**config.mk**
```make
export PLATFORM = sky130hd
export DESIGN_NAME = regfile_dump_reader
export DESIGN_NICKNAME = d
export VERILOG_FILES = /design/src/rtl/regfile_pkg.sv /design/src/rtl/dump_out_stage.sv /design/src/rtl/regfile_dump_reader.sv
export SDC_FILE = /design/constraint.sdc
export NUM_CORES = 1
export LEC_CHECK = 0
export ABC_AREA = 0
export CORE_MARGIN = 4
export CORE_UTILIZATION = 50
export CTS_BUF_LIST = sky130_fd_sc_hd__clkbuf_4
export CTS_CLUSTER_SIZE = 20
export DETAILED_ROUTE_END_ITERATION = 7
export PLACE_DENSITY = 0.92
export SKIP_LAST_GASP = 1
export SLEW_MARGIN = 20
export SYNTH_ARGS = -nofsm -noshare
export SYNTH_HDL_FRONTEND = slang
export SYNTH_SLANG_ARGS = --single-unit
```
**constraint.sdc**
```tcl
create_clock -name Clk -period 1.9 [get_ports Clk]
set_input_delay 0.285 -clock Clk [delete_from_list [all_inputs] [get_ports Clk]]
set_output_delay 0.285 -clock Clk [all_outputs]
set_load 0.02 [all_outputs]
```
**src/rtl/regfile_pkg.sv**
```systemverilog
// Shared constants and state encoding for the register-file dump reader.
// Sized for the MIPS 32 x 32-bit register file.
package regfile_pkg;
    localparam int REG_W     = 32;
    localparam int REG_AW    = 5;
    localparam int REG_COUNT = 32;

    typedef enum logic [1:0] {
        IDLE,
        READ,
        DRAIN
    } dump_state_t;
endpackage

```
**src/rtl/dump_out_stage.sv**
```systemverilog
// One-entry valid/ready output register for debug streamers.
// free means a new beat may be loaded at the coming edge.
module dump_out_stage #(
    parameter int W  = 32,
    parameter int AW = 5
) (
    input  logic          Clk,
    input  logic          Reset,
    input  logic          load,
    input  logic [AW-1:0] addr,
    input  logic [W-1:0]  data,
    input  logic          last,
    input  logic          DumpReady,
    output logic          free,
    output logic          DumpValid,
    output logic [W-1:0]  DumpData,
    output logic [AW-1:0] DumpAddr,
    output logic          DumpLast
);
    assign free = !DumpValid || DumpReady;

    always_ff @(posedge Clk) begin
        if (Reset) begin
            DumpValid <= 1'b0;
            DumpData  <= '0;
            DumpAddr  <= '0;
            DumpLast  <= 1'b0;
        end else if (load) begin
            DumpValid <= 1'b1;
            DumpData  <= data;
            DumpAddr  <= addr;
            DumpLast  <= last;
        end else if (DumpReady) begin
            DumpValid <= 1'b0;
        end
    end
endmodule

```
**src/rtl/regfile_dump_reader.sv**
```systemverilog
// Walks a register range through an async read port and streams
// {addr, data} beats; flags the dump stale if a dumped reg is rewritten.
module regfile_dump_reader
    import regfile_pkg::*;
#(
    parameter int W  = REG_W,
    parameter int AW = REG_AW
) (
    input  logic          Clk,
    input  logic          Reset,
    input  logic          Start,
    input  logic [AW-1:0] FirstReg,
    input  logic [AW-1:0] LastReg,
    output logic [AW-1:0] ReadRegister,
    input  logic [W-1:0]  ReadData,
    input  logic          SnoopRegWrite,
    input  logic [AW-1:0] SnoopWriteRegister,
    output logic [W-1:0]  DumpData,
    output logic [AW-1:0] DumpAddr,
    output logic          DumpLast,
    output logic          DumpValid,
    input  logic          DumpReady,
    output logic          Busy,
    output logic          Done,
    output logic          Stale
);
    localparam int N = 2 ** AW;

    dump_state_t   state, state_nx;
    logic [AW-1:0] ptr, ptr_nx;
    logic [AW-1:0] last_reg, last_nx;
    logic [N-1:0]  mask, mask_nx;
    logic          stale_nx;
    logic          done_nx;
    logic          load;
    logic          free;
    logic          snoop_hit;

    assign Busy         = (state != IDLE);
    assign ReadRegister = (state == READ) ? ptr : '0;

    // A write hits if its target is already dumped or is being captured now.
    assign snoop_hit = SnoopRegWrite
                    && (SnoopWriteRegister != '0)
                    && (mask[SnoopWriteRegister]
                        || (load && (ptr == SnoopWriteRegister)));

    always_ff @(posedge Clk) begin
        if (Reset) begin
            state    <= IDLE;
            ptr      <= '0;
            last_reg <= '0;
            mask     <= '0;
            Stale    <= 1'b0;
            Done     <= 1'b0;
        end else begin
            state    <= state_nx;
            ptr      <= ptr_nx;
            last_reg <= last_nx;
            mask     <= mask_nx;
            Stale    <= stale_nx;
            Done     <= done_nx;
        end
    end

    always_comb begin
        state_nx = state;
        ptr_nx   = ptr;
        last_nx  = last_reg;
        mask_nx  = mask;
        stale_nx = Stale;
        done_nx  = 1'b0;
        load     = 1'b0;
        unique case (state)
            IDLE: begin
                if (Start) begin
                    state_nx = READ;
                    ptr_nx   = FirstReg;
                    last_nx  = LastReg;
                    mask_nx  = '0;
                    stale_nx = 1'b0;
                end
            end
            READ: begin
                if (free) begin
                    load          = 1'b1;
                    mask_nx[ptr]  = 1'b1;
                    if (ptr == last_reg) begin
                        state_nx = DRAIN;
                    end else begin
                        ptr_nx = ptr + 1'b1;
                    end
                end
            end
            DRAIN: begin
                if (DumpValid && DumpReady) begin
                    state_nx = IDLE;
                    done_nx  = 1'b1;
                end
            end
            default: state_nx = IDLE;
        endcase
        if (Busy && snoop_hit) begin
            stale_nx = 1'b1;
        end
    end

    dump_out_stage #(
        .W (W),
        .AW(AW)
    ) u_out (
        .Clk      (Clk),
        .Reset    (Reset),
        .load     (load),
        .addr     (ptr),
        .data     (ReadData),
        .last     (ptr == last_reg),
        .DumpReady(DumpReady),
        .free     (free),
        .DumpValid(DumpValid),
        .DumpData (DumpData),
        .DumpAddr (DumpAddr),
        .DumpLast (DumpLast)
    );
endmodule

```
==> flow_summary.ini <==
[timing]
slew_viol_final = 0
clock-skew-final_ns = 0.0131
period_minus_slack_ns = 1.87
final_hold_viol_count = 0
setup_viol = 0
tightest_slew_ns = 0.556
max_slew_margin_pct = 62.6
rsz0062_at_grt = yes
fin_ws_ns = 0.0326
timing.fmax_ghz = 0.536
period_share_pct = 98.3

[cts]
cts_tree = yes
cts_buffers = 9
htree_levels = 3
cts_root_buf = clkbuf_4
postCtsHoldBufs = 0
clock_path_buffers = 2
clkLatencyLatePin_ns = 0.43
post_cts_buffers = 0
clock_sinks = 85
cts.clk_slew.worst_paths_ns = 0.14

[synthesis]
yosys.area.top_type_share_pct = 47.6
synth.avg_cell_area_um2 = 8.51
synth_nets = 476
synthCells = 420
synthFlopType = dfxtp_1
yosysTopAreaCell = dfxtp_1
netlist_area_um2 = 3570
ys_seq_area_share_pct = 47.6
ys_ff_latch = 85
yosysUniqueCellTypes = 45
yosys-top-cells-area = dfxtp_1 48%, nand2_1 9.0%, a21oi_1 7.7%
synth_edf_count = 0
yosys_warnings = 0
synth-async-reset-ratio_pct = 0

[power]
pwr-share-seq_pct = 43.2
p_int_mw = 3.19
clockPowerShare_pct = 27.6
power_per_cell_area_nw_per_um2 = 954
power_frac_comb_pct = 29.2
netSwitchingFraction_pct = 32.1
vdd_drop_max_mv = 0.375
p_sw_mw = 1.51
static-leakage-power_nw = 1.90

[critical_path]
crit_path_max_fanout = 8
end_kind = primary output
required_ns = 1.62
cp-start-kind = flip-flop
worstPathArrival_ns = 1.58
critPathKind = flip-flop to primary output

[drt]
wl_per_cell_um = 17.1
routed_wirelength_mm = 10.6
drc_errors = 0
num_vias = 3515
drtAntennaViolNets = 0
dr.pass1.iters = 6
viasPerCell = 5.65
drt_iter0_markers = 335

[cells_and_area]
stdcell_count = 622
drive_gt1_share_pct = 9.51
fin_area_um2 = 4920
area_growth_pct = 37.7
diodes = 0
fin_nets = 578
top_regs = mask (32), u_out.DumpData (32)
final_cell_mix = 92 x clkdlybuf4s50_1, 86 x nand2_1, 83 x dfxtp_1
fillers = 470
layout_commonest_cell = clkdlybuf4s50_1

[outcome]
outcome = completed

[placed_design]
placed_cell_area_um2 = 4750
gp_congestion = 0.905
pre_cts_ws_ns = -0.224
numPortBuffers = 98
dp_hpwl_mm = 7.47
post-place-cells = 607

[global_routing]
grt_pass1_vias = 3673
antenna_found_initial = 0
overflow = 0
track_usage_pct = 25.7
grt_max_degree = 39
grt_pass1_wl_mm = 17.8

[die]
fp-row-count = 30
die_y_um = 92.6
pin_count = 99
start_util_pct = 52.0
dieArea_um2 = 8570
die_x_um = 92.6
core_um2 = 6870

[run]
drv_cap = 0

[hold_path]
hold_path.class = primary input to flip-flop
final cells by class:
type	instances	area, um2	share of cell area [%]
Clock inverter	5	109	2.21
Tap cell	96	120	2.44
Sequential cell	85	1700	34.6
Timing Repair Buffer	124	1190	24.2
Inverter	7	26.3	0.534
Clock buffer	10	75.1	1.52
Multi-Input combinational cell	295	1700	34.5
per-stage QoR:
| step | power [mW] | util [%] | hold slack (ns) | setup TNS [ns] |
|---|---|---|---|---|
| 2_1_floorplan | 2.81 | - | 0.421 | 0 |
| 3_3_place_gp | 3.35 | 69.1 | 0.442 | -0.164 |
| 3_5_place_dp | 3.41 | 69.1 | 0.446 | -0.224 |
| 4_1_cts | 4.68 | 71.7 | 0.376 | 0 |
| 5_1_grt | 4.91 | 71.7 | 0.390 | -0.0674 |
| 6_report | 4.70 | 71.7 | 0.384 | 0 |
cell families after synthesis:
family | Yosys count | synth area share [%]
AO/OA/AOI/OAI | 96 | 15.6
XOR/XNOR | 10 | 2.45
adder cells (fa/ha/maj) | 4 | 1.40
buffers and inverters | 40 | 5.01
flip-flops | 85 | 47.6
multiplexers | 16 | 7.74
AND/OR/NAND/NOR | 169 | 20.2
power by group through the flow:
stage | registers (mW) | logic [mW] | clock network [mW]
final | 2.03 | 1.37 | 1.30
after global routing | 2.05 | 1.48 | 1.39
after CTS | 2.03 | 1.35 | 1.30
after global placement | 2.05 | 1.29 | 0
after detailed placement | 2.06 | 1.34 | 0
after floorplan | 2.14 | 0.667 | 0
cell usage after synthesis (6+ instances only):
master	number
a21oi_1	55
inv_1	7
a31oi_1	22
mux4_1	7
dfxtp_1	85
buf_2	16
o21ai_0	6
nor2_1	51
clkbuf_1	14
xor2_1	6
nand2_1	86
mux2i_1	7
what timing repair did:
item | CTS | global route
setup endpoints to repair | 6 | 5
cloned | 0 | 0
gates resized for setup | 8 | 4
final timing paths:
| kind | start | endpoint | slack, ns | cells after the start |
|---|---|---|---|---|
| worst max-delay path | state[0] | ReadRegister[2] | 0.03 | 3 |
| worst min-delay path | ReadData[1] | u_out.DumpData[1] | 0.38 | 3 |
| worst max register to register | ptr[4] | ptr[3] | 0.24 | 5 |
| worst min register to register | u_out.DumpAddr[2] | u_out.DumpAddr[2] | 0.46 | 2 |
metal layers:
metal  wire length (um)  vias to the layer above  track usage [%]
met5                  0                        -                0
li1                   -                     1637                -
met4                520                        0             16.0
met3                876                       52             5.85
met2               5100                      177             41.3
met1               4150                     1649             31.2
critical path, cell delays in order (launching register included):
cell	delay (ns)
dfxtp_2	0.42
nor2b_1	0.23
and2_1	0.17
dlygate4sd2_1	0.34
Power figures use the tool's default switching activity.
